--- src/rtl/inst_fetcher.sv ---
// Instruction fetch front end: owns the PC, issues one cache fetch at a time,
// buffers the returned word and hands it to the decoder on query.
`timescale 1ns/1ps
module inst_fetcher #(
  parameter int unsigned           ADDR_WIDTH = 32,
  parameter logic [ADDR_WIDTH-1:0] RESET_PC   = '0,
  parameter bit                    BR_PREDICT = 1'b1
) (
  input  logic                  clk_in,
  input  logic                  rst_in,
  input  logic                  rdy_in,
  output logic                  IF2IC_en,
  output logic [ADDR_WIDTH-1:0] IF2IC_addr,
  input  logic                  IC2IF_en,
  input  logic [31:0]           IC2IF_inst,
  input  logic                  DC2IF_query_inst,
  output logic                  IF2DC_en,
  output logic [ADDR_WIDTH-1:0] IF2DC_pc,
  output logic [6:0]            IF2DC_opcode,
  output logic [24:0]           IF2DC_exop,
  input  logic                  RB2IF_jump_en,
  input  logic [ADDR_WIDTH-1:0] RB2IF_jump_pc
);

  typedef enum logic [2:0] {
    REQ,
    WAIT,
    HOLD,
    STALL,
    DROP
  } state_t;

  localparam logic [6:0] OP_JAL    = 7'b1101111;
  localparam logic [6:0] OP_JALR   = 7'b1100111;
  localparam logic [6:0] OP_BRANCH = 7'b1100011;

  state_t                state;
  logic [ADDR_WIDTH-1:0] pc;
  logic [ADDR_WIDTH-1:0] buf_pc;
  logic [31:0]           buf_inst;
  logic                  stall_flag;

  logic signed [20:0]    jal_imm;
  logic signed [12:0]    br_imm;
  logic [ADDR_WIDTH-1:0] next_pc;

  // Static prediction on the word arriving from the cache; pc still holds its fetch address.
  always_comb begin
    jal_imm = {IC2IF_inst[31], IC2IF_inst[19:12], IC2IF_inst[20], IC2IF_inst[30:21], 1'b0};
    br_imm  = {IC2IF_inst[31], IC2IF_inst[7], IC2IF_inst[30:25], IC2IF_inst[11:8], 1'b0};
    next_pc = pc + ADDR_WIDTH'(4);
    if (IC2IF_inst[6:0] == OP_JAL) begin
      next_pc = pc + ADDR_WIDTH'(jal_imm);
    end else if (IC2IF_inst[6:0] == OP_BRANCH && IC2IF_inst[31] && BR_PREDICT) begin
      next_pc = pc + ADDR_WIDTH'(br_imm);
    end
  end

  always_ff @(posedge clk_in) begin
    if (!rst_in) begin
      state        <= REQ;
      pc           <= RESET_PC;
      buf_pc       <= '0;
      buf_inst     <= '0;
      stall_flag   <= 1'b0;
      IF2IC_en     <= 1'b0;
      IF2IC_addr   <= '0;
      IF2DC_en     <= 1'b0;
      IF2DC_pc     <= '0;
      IF2DC_opcode <= '0;
      IF2DC_exop   <= '0;
    end else if (rdy_in) begin
      IF2IC_en <= 1'b0;
      IF2DC_en <= 1'b0;
      if (RB2IF_jump_en) begin
        pc         <= RB2IF_jump_pc;
        stall_flag <= 1'b0;
        // A fetch still in flight must be absorbed before the next request can go out.
        if ((state == WAIT || state == DROP) && !IC2IF_en) begin
          state <= DROP;
        end else begin
          state <= REQ;
        end
      end else begin
        unique case (state)
          REQ: begin
            IF2IC_en   <= 1'b1;
            IF2IC_addr <= pc;
            state      <= WAIT;
          end
          WAIT: begin
            if (IC2IF_en) begin
              buf_inst   <= IC2IF_inst;
              buf_pc     <= pc;
              pc         <= next_pc;
              stall_flag <= (IC2IF_inst[6:0] == OP_JALR);
              state      <= HOLD;
            end
          end
          HOLD: begin
            if (DC2IF_query_inst) begin
              IF2DC_en     <= 1'b1;
              IF2DC_pc     <= buf_pc;
              IF2DC_opcode <= buf_inst[6:0];
              IF2DC_exop   <= buf_inst[31:7];
              state        <= stall_flag ? STALL : REQ;
            end
          end
          STALL: begin
            state <= STALL;
          end
          DROP: begin
            if (IC2IF_en) begin
              state <= REQ;
            end
          end
          default: begin
            state <= REQ;
          end
        endcase
      end
    end
  end

endmodule

--- config.mk ---
export PLATFORM = sky130hd
export DESIGN_NAME = inst_fetcher
export DESIGN_NICKNAME = d
export VERILOG_FILES = /design/src/rtl/inst_fetcher.sv
export SDC_FILE = /design/constraint.sdc
export NUM_CORES = 1
export LEC_CHECK = 0
export BUFFER_PORTS_ARGS = -buffer_cell sky130_fd_sc_hd__buf_2
export CAP_MARGIN = 10
export CORE_MARGIN = 2
export CORE_UTILIZATION = 43
export CTS_CLUSTER_DIAMETER = 40
export DETAILED_ROUTE_END_ITERATION = 7
export SYNTH_ARGS = -nofsm -noshare
export SYNTH_HDL_FRONTEND = slang
export SYNTH_SLANG_ARGS = --single-unit
--- constraint.sdc ---
create_clock -name clk_in -period 3.54 [get_ports clk_in]
set_input_delay 0.354 -clock clk_in [delete_from_list [all_inputs] [get_ports clk_in]]
set_output_delay 0.354 -clock clk_in [all_outputs]
set_load 0.005 [all_outputs]
# == Yosys cells after proc, flatten, opt, wreduce, memory -nomap -nowiden ==
# Index checks and enable logic that the tools add are counted.
# W data, S select, Z words.
# classes
addsub,3
n_eq_ne,10
mux,20
bitwise,1
reduce_logical,12
# ops
op,n
$mux W32,5
$add A32 B32 Y32,2
$add A32 B3 Y32 const B,1
$eq A7 B7 Y1 const B,3
$mux W3,5
$pmux W3 S5,1
$reduce_and A4 Y1,3
$ne A3 B3 Y1 const B,3
$mux W1,8
$eq A3 B2 Y1 const B,2
$reduce_and A3 Y1,2
$reduce_bool A2 Y1,2
$eq A3 B1 Y1 const B,1
$eq A3 B3 Y1 const B,1
$logic_not A3 Y1,1
$logic_and A1 B1 Y1,2
$mux W2,1
$logic_not A1 Y1,1
$logic_or A1 B1 Y1,1
$not A1 Y1,1
# word_totals
ff_bits,198
wordCells,57

# == Depth between registers and ports, before layout ==
# depth
depth_word,7
mapped_depth,11
mapped_depth_nobuf,11

# == Worst setup path after synthesis ==
# No wires, ideal clock.
# synth_path
path_kind,flip-flop to flip-flop
startpoint,register pc[2]
endpoint,register pc[29]
setup_ps,136
arrival_time_ps,2848
t_required_ps,3404
slack_ps,556
stages_incl_launch_ff,12
path_buffers,1
path_cell_list,dfxtp_1 > clkbuf_1 > inv_1 > fa_1 > nor2b_1 > o2111ai_1 > a2111oi_4 > o41ai_4 > a21oi_4 > mux2_4 > o21ai_2 > a31oi_2
# synth_between
elab_chain_cells,6
elab_cells_between_ends,8
cone_classes,add/sub: 3; mux: 5
# synth_rtl
item,line,rtl
start: declaration,38,logic [ADDR_WIDTH-1:0] pc;
start signal: assignment,76,pc <= RB2IF_jump_pc;
start signal: assignment,95,pc <= next_pc;
$add A32 B3 Y32 or $add A32 B32 Y32 (tied branches),"51, 55",
$mux W32,54,end else if (IC2IF_inst[6:0] == OP_BRANCH && IC2IF_inst[31] && BR_PREDICT) begin
$mux W32 *,52,if (IC2IF_inst[6:0] == OP_JAL) begin
$mux W32 *,92,if (IC2IF_en) begin
$mux W32 *,85,unique case (state)
$mux W32 *,75,if (RB2IF_jump_en) begin
# Every way passes the cells marked *; elsewhere a longest branch is shown, timed or not. The select of a mux whose other input is x is not followed.
# A chain may end at the register's enable or synchronous reset.

# == Worst setup path after layout ==
# layout_path
startpoint,register pc[1]
endpoint,register pc[17]
# Same word-level chain as after synthesis.

==> reports/metrics.cfg <==
[run_status]
outcome=completed

[logic_synthesis]
synth-seq-cells=198
avgSynthCellArea_um2=7.47
yosysUniqueCellTypes=86
ys_async_sr_fraction_pct=0
syn_area_um2=11200
synth_edf_count=0
synthCells=1505
yosys_warnings=0
synth_fp_nets=1621
yosysSeqAreaShare_pct=35.3
synth_ff_type=dfxtp_1

[critical_path]
crit_path_end_kind=flop
crit_type=reg2reg
r2r_cells=12
worstPathMaxFanout=5
crit_arrival_ns=3.49
reg2reg_slack_ns=0.42
r2r-end=pc[17]$_SDFFE_PN0P_
r2r_start=pc[1]$_SDFFE_PN0P_
required_ns=3.90
worst_setup_path_start_kind=flop

[placed_design]
place_area_um2=12400
gp_congestion=0.949
dp.final_hpwl_mm=26.4
place_inst=1936
numPortBuffers=167

[power_and_ir_drop]
power_density_nw_per_um2=375
peakVddDrop_uv=342
leakage_nw=5.03

[hold_path]
hold_depth=3
holdCritStartpoint=IC2IF_inst[18]
min_path_type=in2reg
hold_end=buf_inst[18]$_SDFFE_PN0P_

[sta]
slew_headroom_pct=26.9
rsz0062_at_grt=no
setup_viol=0
worst_slew_pin_slew_ns=1.10
fmax_mhz=320
skew_ns=0.0147
min_period_ns=3.12
slew_violations=0
finalHoldViolations=0
final.period_utilization_pct=88.2
finalSetupTns_ns=0

[clock_tree]
path_clk_slew_ns=0.08
cts_root_buffer=clkbuf_16
clk_latency_ns=0.45
cts_resized=0
clockBufferDepth=2
cts_tree=yes
cts_num_sinks=198
ctsHoldBuffers=0
cts_made_buffers=17
cts_setup_buffers=0
h-tree-depth=4

[drt]
wl_mm=37.0
first_pass_iters=6
drt_iter0_markers=1047
m1WireLength_mm=16.7
routed.top_layer=met5
vias=11444
met2_length_mm=16.7
wl_per_cell_um=18.8
wl_met3_mm=2.44
drtAntennaViolNets=0
viasPerCell=5.81
drc=0

[flow_run]
maxCapViolCount=0

[final_layout]
layout_common_cells=nand2_1, a21oi_1, dfxtp_1
final_layout_size_suffix_gt1_share_pct=17.8
area_growth_pct=16.1
finalNonFillerCells=1969
stdcell_area_um2=13100
multi_input_area_um2=6750
fill_cells=2613
nNetsFinal=1736
regArea_um2=3960
mostFrequentLayoutCell=nand2_1

[die]
die_w_um=166
die_y_um=166
ios=168
std_cell_rows=59
die-area_um2=27500
core_area_um2=25800
initial_core_util_pct=43.5

[grt]
track_usage_pct=26.6
grt_start_max_net_pins=108
grt_pass1_vias=10610
antenna_found_initial=2
grt-ovfl-total=0
grt_first_pass_wirelength_mm=59.0

-- cells by family (layout without fill, tap and decap cells) --
family,Yosys count,after routing,synth area share [%]
xor+xnor,46,46,3.58
buf+inv,141,269,4.93
mux,7,7,0.679
fa+ha+maj,46,46,5.25
compound gates,472,472,27.0
other cells,0,1,0
flops,198,198,35.3
simple gates,595,595,23.3
-- cell usage after synthesis (9+ instances only) --
library cell | count | area, um^2
nand4_1 | 14 | 87.6
and3_1 | 12 | 75.1
nand3_1 | 28 | 140
nand2_1 | 394 | 1480
a221oi_1 | 24 | 210
a221o_1 | 10 | 100
a211oi_1 | 21 | 158
nor2b_1 | 10 | 62.6
a21oi_1 | 234 | 1170
a31oi_1 | 15 | 93.8
xnor2_1 | 36 | 315
a21o_1 | 16 | 120
o211ai_1 | 15 | 113
inv_1 | 20 | 75.1
nand2b_1 | 10 | 62.6
dfxtp_1 | 198 | 3960
o21ai_0 | 45 | 225
clkbuf_1 | 99 | 372
buf_2 | 9 | 45.0
nor3_1 | 30 | 150
xor2_1 | 10 | 87.6
nor2_1 | 47 | 176
ha_1 | 44 | 551
-- worst max-delay path by stage --
stage	start	endpoint	slack (ns)	cells after the start
2_1_floorplan	pc[2]$_SDFFE_PN0P_	pc[29]$_SDFFE_PN0P_	0.56	11
3_3_place_gp	IC2IF_inst[8]	pc[29]$_SDFFE_PN0P_	0.41	12
3_5_place_dp	IC2IF_inst[31]	pc[29]$_SDFFE_PN0P_	0.36	10
4_1_cts	pc[1]$_SDFFE_PN0P_	pc[29]$_SDFFE_PN0P_	0.43	11
5_1_grt	pc[1]$_SDFFE_PN0P_	pc[17]$_SDFFE_PN0P_	0.15	12
6_report	pc[1]$_SDFFE_PN0P_	pc[17]$_SDFFE_PN0P_	0.42	12
-- critical path, stage by stage, from the launching register on --
cell	delay, ns
dfxtp_1	0.39
ha_1	0.21
inv_1	0.06
fa_1	0.37
nor2b_1	0.20
o2111ai_1	0.23
buf_4	0.21
a2111o_1	0.45
a31oi_1	0.28
nand4_1	0.13
a31oi_1	0.20
o21ai_0	0.10
a211oi_1	0.20
-- metrics by stage --
stage | utilization (%) | power [mW] | hold WS (ns) | worst slack, ns
after global routing | 50.5 | 5.09 | 0.149 | 0.146
final | 50.5 | 4.90 | 0.153 | 0.418
after floorplan | - | 2.73 | 0.432 | 0.556
after global placement | 48.2 | 2.93 | 0.438 | 0.413
after detailed placement | 48.2 | 2.93 | 0.443 | 0.362
after CTS | 50.5 | 4.94 | 0.143 | 0.433
-- power breakdown --
group / switching [mW] / internal [mW] / total (mW)
Clock: 1.05 / 0.959 / 2.01
Combinational: 0.393 / 0.225 / 0.618
Sequential: 0.0273 / 2.25 / 2.27
-- final cells by class --
cell class | count | area share (%)
well taps | 335 | 3.21
clock buffers | 17 | 3.26
inverters | 20 | 0.613
clock inverters | 15 | 1.35
multi-input cells | 1166 | 51.7
diodes | 1 | 0.0192
flip-flops and latches | 198 | 30.4
repair buffers | 217 | 9.47
-- flip-flops by register name (all words and copies together) (netlist names) --
name,count
IF2DC_pc,32
state,3
buf_pc,32
buf_inst,32
IF2DC_opcode,7
IF2DC_exop,25
IF2IC_en,1
IF2DC_en,1
stall_flag,1
pc,32
IF2IC_addr,32
-- routing by layer --
layer  GRT usage [%]  up-vias
met5               0        -
met4            10.2        2
met3            4.78       83
met2            42.3      411
met1            35.9     5376
li1                -     5572
(Power assumes the default switching activity.)
